File: src/rtl/tlb_ctrl.sv
// TLB lookup controller: arbitrates two requesters, drives TLB lookups, page walks, fills and flush sweeps.
// Optional macro TLB_CTRL_PERF_EN enables saturating hit/miss performance counters.
module tlb_ctrl #(
  parameter int unsigned NSETS    = 8,
  parameter int unsigned WALK_TMO = 255
) (
  input  logic                       clk,
  input  logic                       rst,
  input  logic                       r0_req,
  input  logic [63:0]                r0_va,
  input  logic [11:0]                r0_pcid,
  output logic                       r0_gnt,
  output logic                       r0_rsp,
  input  logic                       r1_req,
  input  logic [63:0]                r1_va,
  input  logic [11:0]                r1_pcid,
  output logic                       r1_gnt,
  output logic                       r1_rsp,
  output logic [63:0]                rsp_pa,
  output logic                       rsp_fault,
  output logic                       tlb_lookup,
  output logic [63:0]                tlb_va,
  output logic [11:0]                tlb_pcid,
  input  logic [NSETS-1:0]           tlb_hit,
  input  logic [63:0]                tlb_pa,
  output logic                       tlb_fill,
  output logic [63:0]                tlb_fill_pa,
  output logic                       walk_req,
  output logic [63:0]                walk_va,
  output logic [11:0]                walk_pcid,
  input  logic                       walk_ack,
  input  logic [63:0]                walk_pa,
  input  logic                       walk_fault,
  input  logic                       flush_req,
  input  logic [11:0]                flush_pcid,
  output logic                       flush_busy,
  output logic                       tlb_inv,
  output logic [$clog2(NSETS)-1:0]   tlb_inv_set,
  output logic [11:0]                tlb_inv_pcid,
  output logic [31:0]                perf_hits,
  output logic [31:0]                perf_miss
);

  localparam int unsigned SET_W  = $clog2(NSETS);
  localparam int unsigned VA_W   = 64;
  localparam int unsigned PCID_W = 12;
  localparam int unsigned TMO_W  = 8;

  typedef enum logic [2:0] {IDLE, LOOKUP, WALK, FILL, RESP, FLUSH} state_t;

  state_t              state_q, state_d;
  logic                owner_q, owner_d;
  logic                last_q, last_d;
  logic [TMO_W-1:0]    tmo_q, tmo_d;
  logic                pend_q, pend_d;
  logic [PCID_W-1:0]   fpcid_q, fpcid_d;
  logic                pick_r1;

  logic                r0_gnt_d, r1_gnt_d, r0_rsp_d, r1_rsp_d;
  logic [VA_W-1:0]     rsp_pa_d, tlb_va_d, tlb_fill_pa_d, walk_va_d;
  logic                rsp_fault_d, tlb_lookup_d, tlb_fill_d, walk_req_d;
  logic [PCID_W-1:0]   tlb_pcid_d, walk_pcid_d, inv_pcid_d;
  logic                busy_d, tlb_inv_d;
  logic [SET_W-1:0]    inv_set_d;

  // Round-robin: r1 wins only if r0 is idle or r0 was the last one granted
  assign pick_r1 = r1_req & (~r0_req | ~last_q);

  always_comb begin
    state_d       = state_q;
    owner_d       = owner_q;
    last_d        = last_q;
    tmo_d         = tmo_q;
    pend_d        = pend_q;
    fpcid_d       = fpcid_q;
    r0_gnt_d      = 1'b0;
    r1_gnt_d      = 1'b0;
    r0_rsp_d      = 1'b0;
    r1_rsp_d      = 1'b0;
    tlb_lookup_d  = 1'b0;
    tlb_fill_d    = 1'b0;
    tlb_inv_d     = 1'b0;
    rsp_pa_d      = rsp_pa;
    rsp_fault_d   = rsp_fault;
    tlb_va_d      = tlb_va;
    tlb_pcid_d    = tlb_pcid;
    tlb_fill_pa_d = tlb_fill_pa;
    walk_req_d    = walk_req;
    walk_va_d     = walk_va;
    walk_pcid_d   = walk_pcid;
    busy_d        = flush_busy;
    inv_set_d     = tlb_inv_set;
    inv_pcid_d    = tlb_inv_pcid;

    // A flush arriving while a request is in flight is parked until IDLE
    if (flush_req && !pend_q && state_q != IDLE && state_q != FLUSH) begin
      pend_d  = 1'b1;
      fpcid_d = flush_pcid;
      busy_d  = 1'b1;
    end

    case (state_q)
      IDLE: begin
        if (pend_q || flush_req) begin
          state_d    = FLUSH;
          tlb_inv_d  = 1'b1;
          inv_set_d  = '0;
          inv_pcid_d = pend_q ? fpcid_q : flush_pcid;
          pend_d     = 1'b0;
          busy_d     = 1'b1;
        end else if (r0_req || r1_req) begin
          state_d      = LOOKUP;
          owner_d      = pick_r1;
          last_d       = pick_r1;
          r0_gnt_d     = ~pick_r1;
          r1_gnt_d     = pick_r1;
          tlb_va_d     = pick_r1 ? r1_va : r0_va;
          tlb_pcid_d   = pick_r1 ? r1_pcid : r0_pcid;
          tlb_lookup_d = 1'b1;
        end
      end
      LOOKUP: begin
        // First LOOKUP cycle carries the strobe; the hit vector arrives in the second
        if (!tlb_lookup) begin
          if (|tlb_hit) begin
            state_d     = RESP;
            rsp_pa_d    = tlb_pa;
            rsp_fault_d = 1'b0;
          end else begin
            state_d     = WALK;
            walk_req_d  = 1'b1;
            walk_va_d   = tlb_va;
            walk_pcid_d = tlb_pcid;
            tmo_d       = '0;
          end
        end
      end
      WALK: begin
        if (walk_ack) begin
          walk_req_d = 1'b0;
          tmo_d      = '0;
          if (walk_fault) begin
            state_d     = RESP;
            rsp_fault_d = 1'b1;
            rsp_pa_d    = '0;
          end else begin
            state_d       = FILL;
            tlb_fill_d    = 1'b1;
            tlb_fill_pa_d = walk_pa;
            rsp_pa_d      = walk_pa;
            rsp_fault_d   = 1'b0;
          end
        end else if (tmo_q == TMO_W'(WALK_TMO - 1)) begin
          state_d     = RESP;
          walk_req_d  = 1'b0;
          rsp_fault_d = 1'b1;
          rsp_pa_d    = '0;
          tmo_d       = '0;
        end else begin
          tmo_d = tmo_q + TMO_W'(1);
        end
      end
      FILL: state_d = RESP;
      RESP: begin
        state_d  = IDLE;
        r0_rsp_d = ~owner_q;
        r1_rsp_d = owner_q;
      end
      FLUSH: begin
        if (tlb_inv_set == SET_W'(NSETS - 1)) begin
          state_d = IDLE;
          busy_d  = 1'b0;
        end else begin
          tlb_inv_d = 1'b1;
          inv_set_d = tlb_inv_set + SET_W'(1);
        end
      end
      default: state_d = IDLE;
    endcase
  end

  always_ff @(posedge clk) begin
    if (rst) begin
      state_q      <= IDLE;
      owner_q      <= 1'b0;
      last_q       <= 1'b1;
      tmo_q        <= '0;
      pend_q       <= 1'b0;
      fpcid_q      <= '0;
      r0_gnt       <= 1'b0;
      r1_gnt       <= 1'b0;
      r0_rsp       <= 1'b0;
      r1_rsp       <= 1'b0;
      rsp_pa       <= '0;
      rsp_fault    <= 1'b0;
      tlb_lookup   <= 1'b0;
      tlb_va       <= '0;
      tlb_pcid     <= '0;
      tlb_fill     <= 1'b0;
      tlb_fill_pa  <= '0;
      walk_req     <= 1'b0;
      walk_va      <= '0;
      walk_pcid    <= '0;
      flush_busy   <= 1'b0;
      tlb_inv      <= 1'b0;
      tlb_inv_set  <= '0;
      tlb_inv_pcid <= '0;
    end else begin
      state_q      <= state_d;
      owner_q      <= owner_d;
      last_q       <= last_d;
      tmo_q        <= tmo_d;
      pend_q       <= pend_d;
      fpcid_q      <= fpcid_d;
      r0_gnt       <= r0_gnt_d;
      r1_gnt       <= r1_gnt_d;
      r0_rsp       <= r0_rsp_d;
      r1_rsp       <= r1_rsp_d;
      rsp_pa       <= rsp_pa_d;
      rsp_fault    <= rsp_fault_d;
      tlb_lookup   <= tlb_lookup_d;
      tlb_va       <= tlb_va_d;
      tlb_pcid     <= tlb_pcid_d;
      tlb_fill     <= tlb_fill_d;
      tlb_fill_pa  <= tlb_fill_pa_d;
      walk_req     <= walk_req_d;
      walk_va      <= walk_va_d;
      walk_pcid    <= walk_pcid_d;
      flush_busy   <= busy_d;
      tlb_inv      <= tlb_inv_d;
      tlb_inv_set  <= inv_set_d;
      tlb_inv_pcid <= inv_pcid_d;
    end
  end

`ifdef TLB_CTRL_PERF_EN
  // Saturating hit/miss counters, bumped on the cycle the hit vector is judged
  always_ff @(posedge clk) begin
    if (rst) begin
      perf_hits <= '0;
      perf_miss <= '0;
    end else if (state_q == LOOKUP && !tlb_lookup) begin
      if (|tlb_hit) begin
        if (perf_hits != 32'hFFFF_FFFF) perf_hits <= perf_hits + 32'd1;
      end else begin
        if (perf_miss != 32'hFFFF_FFFF) perf_miss <= perf_miss + 32'd1;
      end
    end
  end
`else
  assign perf_hits = '0;
  assign perf_miss = '0;
`endif

endmodule

File: config.mk
export PLATFORM = sky130hd
export DESIGN_NAME = tlb_ctrl
export DESIGN_NICKNAME = d
export VERILOG_FILES = /design/src/rtl/tlb_ctrl.sv
export SDC_FILE = /design/constraint.sdc
export NUM_CORES = 1
export LEC_CHECK = 0
export ABC_AREA = 1
export ABC_CLOCK_PERIOD_IN_PS = 3000
export CAP_MARGIN = 15
export CORE_AREA = 4 4 258 260
export DETAILED_ROUTE_END_ITERATION = 6
export DIE_AREA = 0 0 262 264
export PLACE_DENSITY = 0.51
export SYNTH_ARGS = -nofsm -noshare
export SYNTH_HDL_FRONTEND = slang
export SYNTH_SLANG_ARGS = --single-unit
File: constraint.sdc
create_clock -name clk -period 3 [get_ports clk]
set_input_delay 0.9 -clock clk [delete_from_list [all_inputs] [get_ports clk]]
set_output_delay 0.9 -clock clk [all_outputs]
set_load 0.03 [all_outputs]
==> results.yml, run 1 <==
outcome:
  status: "finished clean"
cts:
  clockBufferDepth: 3
  clk_pin_slew_ns: 0.06
  root_buffer: "clkbuf_16"
  cts.sinks: 331
  cts_setup_buffers: 0
  ctsResizeCount: 0
  clkLatencyLatePin_ns: 0.55
  cts_max_level: 2
  numCtsBuffers: 40
  cts_tree: "yes"
  postCtsHoldBufs: 0
cells_and_area:
  fin_area_um2: 21960
  drive_gt1_share_pct: 4.970
  register_area_um2: 6626
  multiInputGateArea_um2: 6183
  fillers: 6657
  syn_to_final_growth_pct: 58.05
  fin_nets: 2759
yosys:
  avgSynthCellArea_um2: 7.333
  synth_edf_count: 0
  syn_area_um2: 13900
  synth_top_area_share_pct: 47.69
  synth-main-ff-cell: "dfxtp_1"
  syn-instance-count: 1895
  yosys_warnings: 0
  yosysSeqAreaShare_pct: 47.69
  async_flop_share_pct: 0
  synth-seq-cells: 331
  yosysTopAreaCell: "dfxtp_1"
  synth.area.top_cells: "dfxtp_1 (48%), nand2_1 (18%), a21oi_1 (6.0%), buf_4 (4.9%), nor2_1 (4.5%)"
  synth_cell_type_count: 35
critical_path:
  cp_max_fo: 3
  end_kind: "output port"
  r2r_cells: 10
  cp_slowest_cell: "clkdlybuf4s50_1"
  critPathMaxStageDelay_ns: 0.79
  rr_startpoint: "state_q[0]"
  worstSetupPathType: "reg -> out"
  regToRegSetupSlack_ns: 0.85
  critPathBufInv: 1
  start_kind: "flop"
  cp.depth: 1
  required_ns: 2.10
  r2r-end: "rsp_pa[4]"
  cp.arrival_ns: 1.75
  path_cells: "clkdlybuf4s50_1"
  cp_top_family: "buffers and inverters"
placement:
  gp_congestion: 0.8176
  numPortBuffers: 611
  dpl.hpwl_um: 41080
  post_dp_cell_area_um2: 20620
drt:
  drc: 0
  via_per_inst: 4.224
  dr.pass1.iters: 5
  drtIter0Drc: 637
  drt_wl_total_um: 55660
  vias: 14080
  wire_per_inst_um: 16.70
  ant_nets: 0
sta:
  max_freq_mhz: 378.1
  drv_slew: 0
  finalCritPeriodShare_pct: 88.17
  worst_pin_slew_ns: 0.7236
  max_slew_margin_pct: 51.76
  tns_ns: 0
  finalCriticalPeriod_ns: 2.645
  setup-violations-final: 0
  clock_skew_ns: 0.02081
  rsz0062_at_grt: "no"
  hold_viol_final: 0
worst_hold_path:
  min_path_type: "reg -> reg"
  hp-start: "owner_q"
  min_path_cells: 1
  hold_end: "r0_rsp"
global_routing:
  first_global_vias: 14070
  grt_pass1_wl_um: 83360
  antenna_found_initial: 7
  grt_max_degree: 86
  grt_use_total_pct: 15.13
  gr-total-overflow: 0
run:
  max_cap_violations: 0
die:
  fp.coreArea_um2: 64120
  start_util_pct: 21.67
  die_w_um: 262
  pin_count: 676
  dieArea_um2: 69170
  die_h_um: 264
  rows: 93
power_and_ir_drop:
  power_density_nw_per_um2: 719.5
  p_leak_nw: 8.385
  ir_drop_mv: 0.3090
-- cell families after synthesis --
family / synth area share, %
and+or+nand+nor: 27.80
AOI/OAI and AO/OA: 14.24
DFF: 47.69
buffers and inverters: 9.697
adders and majority gates: 0.3602
xor gates and xnor gates: 0.1891
other: 0.02699
-- worst max-delay path by stage --
stage | from | endpoint | slack, ns
floorplan | tlb_hit[0] | walk_va[51] | 1.01
global placement | tlb_hit[6] | rsp_pa[4] | 0.18
detailed placement | tlb_hit[5] | rsp_pa[4] | 0.16
CTS | tlb_lookup | tlb_lookup | 0.30
global route | tlb_lookup | tlb_lookup | 0.28
finish | tlb_lookup | tlb_lookup | 0.35
-- metal layers --
layer	track usage (%)	wire, um
met5	0	34
met4	3.746	1014
met3	5.225	4779
met2	26.48	27010
met1	17.70	22820
-- through the flow --
step / setup slack, ns / util [%] / cells / hold slack (ns) / power, mW
2_1_floorplan: 1.011 / - / 1958 / 0.3990 / 8.724
3_3_place_gp: 0.1819 / 32.17 / 3261 / 0.4132 / 11.01
3_5_place_dp: 0.1638 / 32.17 / 3261 / 0.4193 / 11.03
4_1_cts: 0.2973 / 34.24 / 3330 / 0.4284 / 16.08
5_1_grt: 0.2809 / 34.25 / 3331 / 0.4387 / 16.69
6_report: 0.3550 / 34.25 / 3333 / 0.4252 / 15.80
-- layout by cell type, fill, tap and decap left out, types with 3 or more instances in the layout --
master | synthesis | final
a211oi_1 | 13 | 13
a21oi_1 | 167 | 167
a31oi_1 | 77 | 77
buf_12 | 0 | 14
buf_4 | 91 | 19
clkbuf_1 | 55 | 8
clkbuf_16 | 0 | 41
clkbuf_8 | 0 | 13
clkdlybuf4s50_1 | 0 | 610
conb_1 | 1 | 64
dfxtp_1 | 331 | 331
diode_2 | 0 | 3
ha_1 | 4 | 4
inv_1 | 44 | 42
inv_2 | 4 | 6
inv_6 | 0 | 3
nand2_1 | 679 | 677
nand2_2 | 3 | 5
nand3_1 | 13 | 13
nand3b_1 | 64 | 64
nor2_1 | 165 | 164
nor2_2 | 5 | 4
nor2_4 | 1 | 3
o21ai_0 | 95 | 95
o21ai_1 | 13 | 13
xor2_1 | 3 | 3
-- area by class of cell --
cell class                 instances  share of cell area [%]
inverter                          52                  0.9343
tap                              855                   4.871
clock buffer                      62                   5.623
multi-input combinational       1379                   28.15
antenna                            3                 0.03418
timing repair buffer             644                   29.78
sequential                       331                   30.17
clock inverter                     7                  0.4330
-- cells in the mapped netlist (3+ instances only) --
master and instances:
a211oi_1 13, a21oi_1 167, a31oi_1 77, buf_1 8, buf_2 38, buf_4 91
clkbuf_1 55, dfxtp_1 331, ha_1 4, inv_1 44, inv_2 4, nand2_1 679
nand2_2 3, nand3_1 13, nand3b_1 64, nor2_1 165, nor2_2 5, o21ai_0 95
o21ai_1 13, xor2_1 3
-- flip-flops by register name, summed over array words and instances (netlist names), 3 cells and up --
name,count
tmo_q,8
tlb_inv_set,3
walk_va,64
tlb_inv_pcid,12
state_q,3
rsp_pa,64
walk_pcid,12
tlb_fill_pa,64
tlb_pcid,12
fpcid_q,12
tlb_va,64
-- where the power goes --
part	total, mW	internal, mW	switching [mW]
Clock	4.92	2.99	1.93
Sequential	5.57	5.11	0.460
Combinational	5.31	2.09	3.22
Total	15.8	10.2	5.61
No activity file was read; power rests on OpenSTA's default activity.
==> run 2, diff against run 1 <==
--- a/config.mk
+++ b/config.mk
@@ -8,10 +8,10 @@
 export ABC_AREA = 1
 export ABC_CLOCK_PERIOD_IN_PS = 3000
 export CAP_MARGIN = 15
-export CORE_AREA = 4 4 258 260
+export CORE_AREA = 2 2 263 265
 export DETAILED_ROUTE_END_ITERATION = 6
-export DIE_AREA = 0 0 262 264
-export PLACE_DENSITY = 0.51
+export DIE_AREA = 0 0 265 267
+export PLACE_DENSITY = 0.49
 export SYNTH_ARGS = -nofsm -noshare
 export SYNTH_HDL_FRONTEND = slang
 export SYNTH_SLANG_ARGS = --single-unit
==> results.yml, run 2 (synthesis results as in run 1) <==
drt:
  dr.pass1.iters: 6
  drt_wl_total_um: 55910
  drc: 0
  via_per_inst: 4.223
  ant_nets: 0
  vias: 14200
  wire_per_inst_um: 16.63
  drtIter0Drc: 538
worst_hold_path:
  min_path_type: "reg -> reg"
  hp-start: "owner_q"
critical_path:
  start_kind: "flop"
  cp-startpoint: "tlb_lookup"
  cp.arrival_ns: 1.80
  rr_startpoint: "state_q[0]"
  cp_slowest_cell: "clkdlybuf4s50_1"
  required_ns: 2.10
  regToRegSetupSlack_ns: 0.97
  end_kind: "output port"
  critPathBufInv: 1
  cp_max_fo: 3
  path_cells: "clkdlybuf4s50_1"
  worstSetupPathType: "reg -> out"
  critPathMaxStageDelay_ns: 0.78
  cp_top_family: "buffers and inverters"
sta:
  finalCriticalPeriod_ns: 2.704
  max_slew_margin_pct: 46.09
  hold_viol_final: 0
  worst_pin_slew_ns: 0.8087
  finalCritPeriodShare_pct: 90.14
  drv_slew: 0
  setup-violations-final: 0
  rsz0062_at_grt: "no"
  max_freq_mhz: 369.8
  clock_skew_ns: 0.02469
  worst_hold_slack_ns: 0.4197
  tns_ns: 0
die:
  fp.coreArea_um2: 67990
  dieArea_um2: 70760
  die_h_um: 267
  die_w_um: 265
  start_util_pct: 20.44
  pin_count: 676
  rows: 96
global_routing:
  antenna_found_initial: 0
  grt_use_total_pct: 14.90
  grt_pass1_wl_um: 82320
  first_global_vias: 13810
  grt_max_degree: 107
  gr-total-overflow: 0
cells_and_area:
  final_common_cell: "nand2_1"
  fin_nets: 2760
  final_cell_mix: "nand2_1 (677), clkdlybuf4s50_1 (610), dfxtp_1 (331), a21oi_1 (167), nor2_1 (164)"
  fillers: 7186
  drive_gt1_share_pct: 4.960
  diodes: 0
  fin_cells: 3362
  fin_area_um2: 22020
  syn_to_final_growth_pct: 58.47
power_and_ir_drop:
  p_leak_nw: 8.401
  power_density_nw_per_um2: 719.7
  ir_drop_mv: 0.3108
run:
  max_cap_violations: 0
cts:
  ctsResizeCount: 0
  cts_tree: "yes"
  cts.sinks: 331
  clk_pin_slew_ns: 0.06
  clockBufferDepth: 3
  clkLatencyLatePin_ns: 0.56
  numCtsBuffers: 41
  root_buffer: "clkbuf_16"
  cts_max_level: 2
  cts_setup_buffers: 0
  postCtsHoldBufs: 0
placement:
  gp_congestion: 0.8474
  post_dp_cell_area_um2: 20680
  placed_cells: 3288
  numPortBuffers: 611
  dpl.hpwl_um: 41350
outcome:
  status: "finished clean"
run 2: cell count changes in the layout (fill, tap and decap cells not counted):
cell / before / now
clkbuf_8: 13 / 7
clkbuf_1: 8 / 13
clkinv_2: 2 / 6
diode_2: 3 / 0
buf_12: 14 / 16
buf_4: 19 / 17
clkbuf_16: 41 / 43
clkinv_4: 0 / 2
clkinvlp_4: 1 / 0
inv_6: 3 / 2
run 2: report_power, final:
part           total [mW]  switching (mW)  internal, mW  leakage [nW]
combinational        5.29            3.21          2.08          5.04
sequential           5.61           0.501          5.11          2.70
clock                4.94            1.97          2.97         0.660
run 2: final timing paths:
kind / depth (start not counted) / endpoint
worst max-delay path: 1 / tlb_lookup
worst min-delay path: 1 / r0_rsp
worst max register to register: 10 / rsp_pa[10]
worst min register to register: 1 / r0_rsp
run 2: through the flow:
stage / util [%] / total power, mW / setup WS, ns
6_report: 32.39 / 15.85 / 0.2959
5_1_grt: 32.39 / 16.72 / 0.2400
4_1_cts: 32.39 / 16.14 / 0.2608
3_5_place_dp: 30.42 / 11.06 / 0.1630
3_3_place_gp: 30.42 / 11.04 / 0.1885
2_1_floorplan: - / 8.724 / 1.011
run 2: layout make-up:
type                            instances  area, um2  area share (%)
Tap cell                              882       1104           5.011
Clock buffer                           63       1221           5.545
Inverter                               52      205.2          0.9318
Sequential cell                       331       6626           30.09
Multi-Input combinational cell       1379       6183           28.08
Clock inverter                         11      116.4          0.5284
Timing Repair Buffer                  644       6565           29.81
run 2: metal layers:
| metal | global-route usage (%) | part of all wire [%] | vias to the layer above | wire, um |
|---|---|---|---|---|
| met1 | 17.40 | 41 | 6503 | 23030 |
| met3 | 4.742 | 8.2 | 60 | 4605 |
| met2 | 25.94 | 48 | 513 | 26970 |
| li1 | - | - | 7122 | - |
| met4 | 4.505 | 2.4 | 0 | 1318 |
| met5 | 0 | 0 | - | 0 |
